File: src/rtl/mem_line_arbiter_if.sv
// Client-side and SDRAM-side signals of the line arbiter, bundled with master/slave views.
// The arbiter uses the slave modport; whoever drives clients and the SDRAM model uses master.
interface mem_line_arbiter_if #(
  parameter int channels       = 4,
  parameter int addr_width     = 24,
  parameter int line_width     = 128,
  parameter int bus_width      = 16,
  parameter int mem_addr_width = 27
);
  logic [channels-1:0]            req_valid_i;
  logic [channels-1:0]            req_we_i;
  logic [channels*addr_width-1:0] req_addr_i;
  logic [channels*line_width-1:0] req_wdata_i;
  logic [channels-1:0]            req_ready_o;
  logic [channels-1:0]            resp_valid_o;
  logic [line_width-1:0]          resp_rdata_o;
  logic                           busy_o;
  logic                           mem_enabled_i;
  logic                           mem_data_ready_i;
  logic [mem_addr_width-1:0]      mem_addr_o;
  logic                           mem_r_valid_o;
  logic                           mem_w_valid_o;
  logic [bus_width-1:0]           mem_write_o;
  logic                           mem_r_valid_i;
  logic [bus_width-1:0]           mem_read_i;

  modport slave (
    input  req_valid_i, req_we_i, req_addr_i, req_wdata_i,
    input  mem_enabled_i, mem_data_ready_i, mem_r_valid_i, mem_read_i,
    output req_ready_o, resp_valid_o, resp_rdata_o, busy_o,
    output mem_addr_o, mem_r_valid_o, mem_w_valid_o, mem_write_o
  );

  modport master (
    output req_valid_i, req_we_i, req_addr_i, req_wdata_i,
    output mem_enabled_i, mem_data_ready_i, mem_r_valid_i, mem_read_i,
    input  req_ready_o, resp_valid_o, resp_rdata_o, busy_o,
    input  mem_addr_o, mem_r_valid_o, mem_w_valid_o, mem_write_o
  );
endinterface

File: src/rtl/mem_line_arbiter.sv
// Round-robin arbiter moving whole cache lines to/from the SDRAM controller as bus-width blocks.
// Write completes B+1 cycles after accept; block issue stalls on mem_data_ready_i, no grant while busy.
module mem_line_arbiter #(
  parameter int channels       = 4,
  parameter int addr_width     = 24,
  parameter int line_width     = 128,
  parameter int bus_width      = 16,
  parameter int mem_addr_width = 27
) (
  input  logic                  clk_i,
  input  logic                  rst_ni,
  mem_line_arbiter_if.slave     bus
);

  localparam int B   = line_width / bus_width;
  localparam int LB  = $clog2(B);
  localparam int CW  = LB + 1;
  localparam int IW  = (LB > 0) ? LB : 1;
  localparam int CHW = (channels > 1) ? $clog2(channels) : 1;

  if (channels < 1) begin : g_chk_channels
    $error("mem_line_arbiter: channels must be at least 1");
  end
  if (line_width % bus_width != 0) begin : g_chk_div
    $error("mem_line_arbiter: line_width must be a multiple of bus_width");
  end
  if ((1 << LB) != B) begin : g_chk_pow2
    $error("mem_line_arbiter: blocks per line must be a power of two");
  end
  if (mem_addr_width != addr_width + LB) begin : g_chk_addr
    $error("mem_line_arbiter: mem_addr_width must equal addr_width + log2(blocks)");
  end

  typedef enum logic [1:0] {IDLE, WRITE, READ, DONE} state_t;

  state_t                  state, state_nxt;
  logic [CW-1:0]           issued, received;
  logic [CHW-1:0]          last_grant, cur_ch;
  logic [CHW-1:0]          grant_ch, cand;
  logic                    grant_vld;
  logic                    cur_we;
  logic [addr_width-1:0]   cur_addr;
  logic [line_width-1:0]   line_buf, resp_hold, resp_line;
  logic [IW-1:0]           iss_idx, rcv_idx;
  logic                    issue, store, xfer;

  // Rotating search starting just after the last winner; only offered in IDLE with memory up.
  always_comb begin
    grant_vld = 1'b0;
    grant_ch  = '0;
    cand      = '0;
    if (state == IDLE && bus.mem_enabled_i) begin
      for (int i = 0; i < channels; i++) begin
        cand = CHW'((int'(last_grant) + 1 + i) % channels);
        if (!grant_vld && bus.req_valid_i[cand]) begin
          grant_vld = 1'b1;
          grant_ch  = cand;
        end
      end
    end
  end

  assign iss_idx = IW'(issued);
  assign rcv_idx = IW'(received);
  assign xfer    = (state == WRITE) || (state == READ);
  assign issue   = xfer && bus.mem_data_ready_i && (issued < CW'(B));
  assign store   = (state == READ) && bus.mem_r_valid_i && (received < CW'(B));

  always_comb begin
    state_nxt = state;
    case (state)
      IDLE: begin
        if (grant_vld) begin
          state_nxt = bus.req_we_i[grant_ch] ? WRITE : READ;
        end
      end
      WRITE: begin
        if (issue && issued == CW'(B - 1)) begin
          state_nxt = DONE;
        end
      end
      READ: begin
        if (store && received == CW'(B - 1)) begin
          state_nxt = DONE;
        end
      end
      DONE:    state_nxt = IDLE;
      default: state_nxt = IDLE;
    endcase
  end

  // Writes report an all-zero line; the last reported line is held between completions.
  assign resp_line = cur_we ? '0 : line_buf;

  assign bus.req_ready_o   = grant_vld ? (channels'(1) << grant_ch) : '0;
  assign bus.resp_valid_o  = (state == DONE) ? (channels'(1) << cur_ch) : '0;
  assign bus.resp_rdata_o  = (state == DONE) ? resp_line : resp_hold;
  assign bus.busy_o        = (state != IDLE);
  assign bus.mem_w_valid_o = issue && (state == WRITE);
  assign bus.mem_r_valid_o = issue && (state == READ);
  assign bus.mem_write_o   = (state == WRITE) ? line_buf[iss_idx*bus_width +: bus_width] : '0;
  assign bus.mem_addr_o    = xfer ? ((mem_addr_width'(cur_addr) << LB) + mem_addr_width'(issued)) : '0;

  always_ff @(posedge clk_i) begin
    if (!rst_ni) begin
      state      <= IDLE;
      issued     <= '0;
      received   <= '0;
      last_grant <= CHW'(channels - 1);
      cur_ch     <= '0;
      cur_we     <= 1'b0;
      cur_addr   <= '0;
      line_buf   <= '0;
      resp_hold  <= '0;
    end else begin
      state <= state_nxt;
      if (grant_vld) begin
        cur_ch     <= grant_ch;
        last_grant <= grant_ch;
        cur_we     <= bus.req_we_i[grant_ch];
        cur_addr   <= bus.req_addr_i[grant_ch*addr_width +: addr_width];
        line_buf   <= bus.req_wdata_i[grant_ch*line_width +: line_width];
      end
      if (issue) begin
        issued <= issued + CW'(1);
      end
      // Returns arrive in issue order, so the receive count is the block index.
      if (store) begin
        line_buf[rcv_idx*bus_width +: bus_width] <= bus.mem_read_i;
        received <= received + CW'(1);
      end
      if (state == DONE) begin
        issued    <= '0;
        received  <= '0;
        resp_hold <= resp_line;
      end
    end
  end

endmodule

File: src/flat_wrapper.sv
// flat-port wrapper written by rule: the top's interface ports become plain ports
module mem_line_arbiter_flat 
#(
  parameter int channels       = 4,
  parameter int addr_width     = 24,
  parameter int line_width     = 128,
  parameter int bus_width      = 16,
  parameter int mem_addr_width = 27
)
  (clk_i, rst_ni, bus_req_valid_i, bus_req_we_i, bus_req_addr_i, bus_req_wdata_i, bus_mem_enabled_i, bus_mem_data_ready_i, bus_mem_r_valid_i, bus_mem_read_i, bus_req_ready_o, bus_resp_valid_o, bus_resp_rdata_o, bus_busy_o, bus_mem_addr_o, bus_mem_r_valid_o, bus_mem_w_valid_o, bus_mem_write_o);
  mem_line_arbiter_if #(.channels(channels), .addr_width(addr_width), .line_width(line_width), .bus_width(bus_width), .mem_addr_width(mem_addr_width)) bus_i ();
  input  logic clk_i;
  input  logic rst_ni;
  input wire logic [$bits(bus_i.req_valid_i)-1:0] bus_req_valid_i;
  input wire logic [$bits(bus_i.req_we_i)-1:0] bus_req_we_i;
  input wire logic [$bits(bus_i.req_addr_i)-1:0] bus_req_addr_i;
  input wire logic [$bits(bus_i.req_wdata_i)-1:0] bus_req_wdata_i;
  input wire logic [$bits(bus_i.mem_enabled_i)-1:0] bus_mem_enabled_i;
  input wire logic [$bits(bus_i.mem_data_ready_i)-1:0] bus_mem_data_ready_i;
  input wire logic [$bits(bus_i.mem_r_valid_i)-1:0] bus_mem_r_valid_i;
  input wire logic [$bits(bus_i.mem_read_i)-1:0] bus_mem_read_i;
  output wire logic [$bits(bus_i.req_ready_o)-1:0] bus_req_ready_o;
  output wire logic [$bits(bus_i.resp_valid_o)-1:0] bus_resp_valid_o;
  output wire logic [$bits(bus_i.resp_rdata_o)-1:0] bus_resp_rdata_o;
  output wire logic [$bits(bus_i.busy_o)-1:0] bus_busy_o;
  output wire logic [$bits(bus_i.mem_addr_o)-1:0] bus_mem_addr_o;
  output wire logic [$bits(bus_i.mem_r_valid_o)-1:0] bus_mem_r_valid_o;
  output wire logic [$bits(bus_i.mem_w_valid_o)-1:0] bus_mem_w_valid_o;
  output wire logic [$bits(bus_i.mem_write_o)-1:0] bus_mem_write_o;
  assign bus_i.req_valid_i = bus_req_valid_i;
  assign bus_i.req_we_i = bus_req_we_i;
  assign bus_i.req_addr_i = bus_req_addr_i;
  assign bus_i.req_wdata_i = bus_req_wdata_i;
  assign bus_i.mem_enabled_i = bus_mem_enabled_i;
  assign bus_i.mem_data_ready_i = bus_mem_data_ready_i;
  assign bus_i.mem_r_valid_i = bus_mem_r_valid_i;
  assign bus_i.mem_read_i = bus_mem_read_i;
  assign bus_req_ready_o = bus_i.req_ready_o;
  assign bus_resp_valid_o = bus_i.resp_valid_o;
  assign bus_resp_rdata_o = bus_i.resp_rdata_o;
  assign bus_busy_o = bus_i.busy_o;
  assign bus_mem_addr_o = bus_i.mem_addr_o;
  assign bus_mem_r_valid_o = bus_i.mem_r_valid_o;
  assign bus_mem_w_valid_o = bus_i.mem_w_valid_o;
  assign bus_mem_write_o = bus_i.mem_write_o;
  mem_line_arbiter #(.channels(channels), .addr_width(addr_width), .line_width(line_width), .bus_width(bus_width), .mem_addr_width(mem_addr_width)) u_core (.clk_i(clk_i), .rst_ni(rst_ni), .bus(bus_i));
endmodule
File: config.mk
export PLATFORM = sky130hd
export DESIGN_NAME = mem_line_arbiter_flat
export DESIGN_NICKNAME = d
export VERILOG_FILES = /design/src/rtl/mem_line_arbiter_if.sv /design/src/rtl/mem_line_arbiter.sv /design/src/flat_wrapper.sv
export SDC_FILE = /design/constraint.sdc
export NUM_CORES = 1
export LEC_CHECK = 0
export CAP_MARGIN = 5
export CORE_AREA = 2 2 321 323
export CTS_BUF_LIST = sky130_fd_sc_hd__clkbuf_8
export CTS_CLUSTER_DIAMETER = 150
export CTS_CLUSTER_SIZE = 14
export DETAILED_ROUTE_END_ITERATION = 8
export DIE_AREA = 0 0 323 325
export DONT_BUFFER_PORTS = 1
export SYNTH_ARGS = -nofsm -noshare
export SYNTH_HDL_FRONTEND = slang
export SYNTH_SLANG_ARGS = --single-unit
File: constraint.sdc
create_clock -name clk_i -period 3.71 [get_ports clk_i]
set_input_delay 0.742 -clock clk_i [delete_from_list [all_inputs] [get_ports clk_i]]
set_output_delay 0.742 -clock clk_i [all_outputs]
set_load 0.03 [all_outputs]
==> flow_summary.toml <==
[run_status]
outcome = "completed"

[routing]
dr_total_vias = 17800
via_per_inst = 4.94
wl_met2_mm = 51.0
wl_per_cell_um = 31.4
drt.antenna.violating_nets = 0
met1_length_mm = 44.5
routed.top_layer = "met5"
wl_met3_mm = 13.4
drt_pass1_iterations = 6
drc_errors = 0
routed_wl_mm = 113
drt_iter0_drc = 1939

[cts]
htreeDepth = 1
tritoncts = "done"
clock_latency_ns = 0.71
postCtsHoldBufs = 0
clk_pin_slew_ns = 0.12
numCtsBuffers = 27
clock_path_buffers = 3
numClockSinks = 295
cts-root-buf = "clkbuf_8"

[worst_setup_path]
rrSetupSlack_ns = 0.83
r2r-start = "u_core.received[0]"
crit_path_top_delay_cell = "nor2b_1"
criticalPathCategory = "reg2out"
crit_path_end_kind = "primary output"
worstPathCellList = "ha_1 > ha_1 > nand2_1 > nor3_1 > nand2_1 > xor2_1 > nor2b_1"
path_max_fanout = 4
critPathArrivalTime_ns = 2.74
worstSetupStartpointType = "flop"
slowest_delay_ns = 0.51
critPathRequiredTime_ns = 2.97
r2r_end = "u_core.line_buf[77]"
r2r_cells = 11

[logic_synthesis]
syn_inst = 2277
syn_nets = 2925
seq_area_frac_synth = 0.336
synth_edf_count = 0
synth_top_area_cell = "dfxtp_1"
synth_most_common_cell = "nand2_1"
avgSynthCellArea_um2 = 7.72
yosys.area.top_type_share = 0.336
ys_top_cells_by_count = "nand2_1 (446), dfxtp_1 (295), o21ai_0 (198)"
async_flop_share = 0
syn_area_um2 = 17600
ys_ff_latch = 295
synth_cell_types = 63
yosys-top-cells-area = "dfxtp_1 (34%), nand2_1 (9.5%), o21ai_0 (5.6%)"
ys_warn_count = 0
synth_flop_cell = "dfxtp_1"

[sta]
skew_ns = 0.0389
drv_slew = 0
rsz0062_at_grt = "no"
finalCritPeriodShare = 0.939
final-hold-violation-count = 0
fin_setup_tns_ns = 0
setup_viol = 0
max_freq_mhz = 287
worstMarginPinSlew_ns = 1.26
min_period_ns = 3.48
slew-limit-headroom = 0.154

[die]
num_rows = 117
die_height_um = 325
dieArea_um2 = 105000
coreArea_um2 = 101000
die_x_um = 323
io_pins = 819
start_util = 0.174

[global_route]
grt.total_usage = 0.205
first_global_vias = 16900
grt_overflow = 0
antenna_found_initial = 55
grt_max_degree = 214
grt_pass1_wl_mm = 147

[hold_path]
min_path_type = "in2reg"
min_from = "bus_req_wdata_i[353]"
hold-path-endpoint = "u_core.line_buf[97]"
holdPathStages = 2

[pwr]
power_mw = 11.0
cellLeakagePower_nw = 6.98
peakVddDrop_mv = 0.459
powerDensity_nw_per_um2 = 553

[place]
portBuffers = 0
placedInstanceArea_um2 = 19400
dp_hpwl_mm = 87.3
routabilityCongestion = 0.924

[job]
drv_cap = 0

[layout]
fin_nets = 2846
fin_util = 0.197
final_cell_area_um2 = 19900
area_growth_pct = 13.4
drive_gt1_frac = 0.117
[how the worst max path moves through the flow]
stage	from	end	slack, ns
final	u_core.issued[3]	bus_mem_addr_o[15]	0.23
after global routing	u_core.issued[3]	bus_mem_addr_o[23]	0.01
after CTS	u_core.cur_addr[3]	bus_mem_addr_o[26]	0.02
after detailed placement	u_core.issued[3]	bus_mem_addr_o[23]	0.65
after global placement	u_core.issued[3]	bus_mem_addr_o[23]	0.65
after floorplan	bus_req_valid_i[0]	bus_req_ready_o[0]	0.80
[final cells by class]
type,count,area (um^2)
inverter,140,526
multi-input combinational,1646,10400
clock inverter,6,50.0
tap,1368,1710
fill,11400,81400
timing repair buffer,88,836
clock buffer,28,385
sequential,295,5910
antenna,32,80.1
[state kept, by name, summed over array words and instances, names as in the netlist]
| signal | count |
|---|---|
| u_core.issued | 4 |
| u_core.cur_addr | 24 |
| u_core.received | 4 |
| u_core.resp_hold | 128 |
| u_core.cur_ch | 2 |
| u_core.line_buf | 128 |
| u_core.cur_we | 1 |
| u_core.state | 2 |
| u_core.last_grant | 2 |
[cell families (layout without fill, tap and decap cells)]
family | Yosys count | in the layout | share of synthesized area
and+or+nand+nor | 824 | 824 | 0.218
AOI/OAI and AO/OA | 665 | 665 | 0.250
buffers and inverters | 336 | 262 | 0.0808
DFF | 295 | 295 | 0.336
muxes | 123 | 123 | 0.0962
xor gates and xnor gates | 23 | 23 | 0.0115
adders and majority gates | 11 | 11 | 0.00783
other | 0 | 32 | 0
[routing by layer]
layer,track usage,up-vias
met1,0.254,8568
met2,0.329,1116
met5,0,-
met3,0.0728,208
li1,-,7867
met4,0.0663,50
[critical path, delay by kind of cell (launching register included)]
family | cells | cell delay, ns
XOR/XNOR | 1 | 0.16
AND/OR/NAND/NOR | 4 | 1.09
adder cells (fa/ha/maj) | 2 | 0.44
flip-flops | 1 | 0.38
[power by group]
part / total, mW / switching [mW] / internal, mW
Combinational: 4.43 / 2.80 / 1.62
Clock: 2.09 / 1.39 / 0.700
Sequential: 4.51 / 0.836 / 3.67
[through the flow]
step           worst slack, ns  cells  hold slack (ns)
2_1_floorplan            0.798   2277            0.433
3_3_place_gp             0.651   3535            0.441
3_5_place_dp             0.654   3535            0.450
4_1_cts                 0.0162   3569           0.0851
5_1_grt                 0.0143   3584            0.120
6_report                 0.227   3603            0.170
[cells in the final DEF (no fill, tap or decap), drive strengths merged, types with 40 or more instances in the layout]
| cell | count |
|---|---|
| a21o | 40 |
| a21oi | 110 |
| a221oi | 47 |
| a22oi | 62 |
| and2 | 156 |
| and3 | 54 |
| buf | 88 |
| dfxtp | 295 |
| inv | 143 |
| mux2 | 48 |
| mux2i | 43 |
| nand2 | 446 |
| nor2 | 82 |
| o21ai | 199 |
| o221ai | 74 |
| o22ai | 49 |
[timing repair]
action,4_1_cts,5_1_grt
cloned,0,0
buffers inserted,0,2
gates resized for setup,3,8
setup endpoints to repair,4,7
pin swaps,0,4
Note: power is estimated with default switching activity, not from simulation.
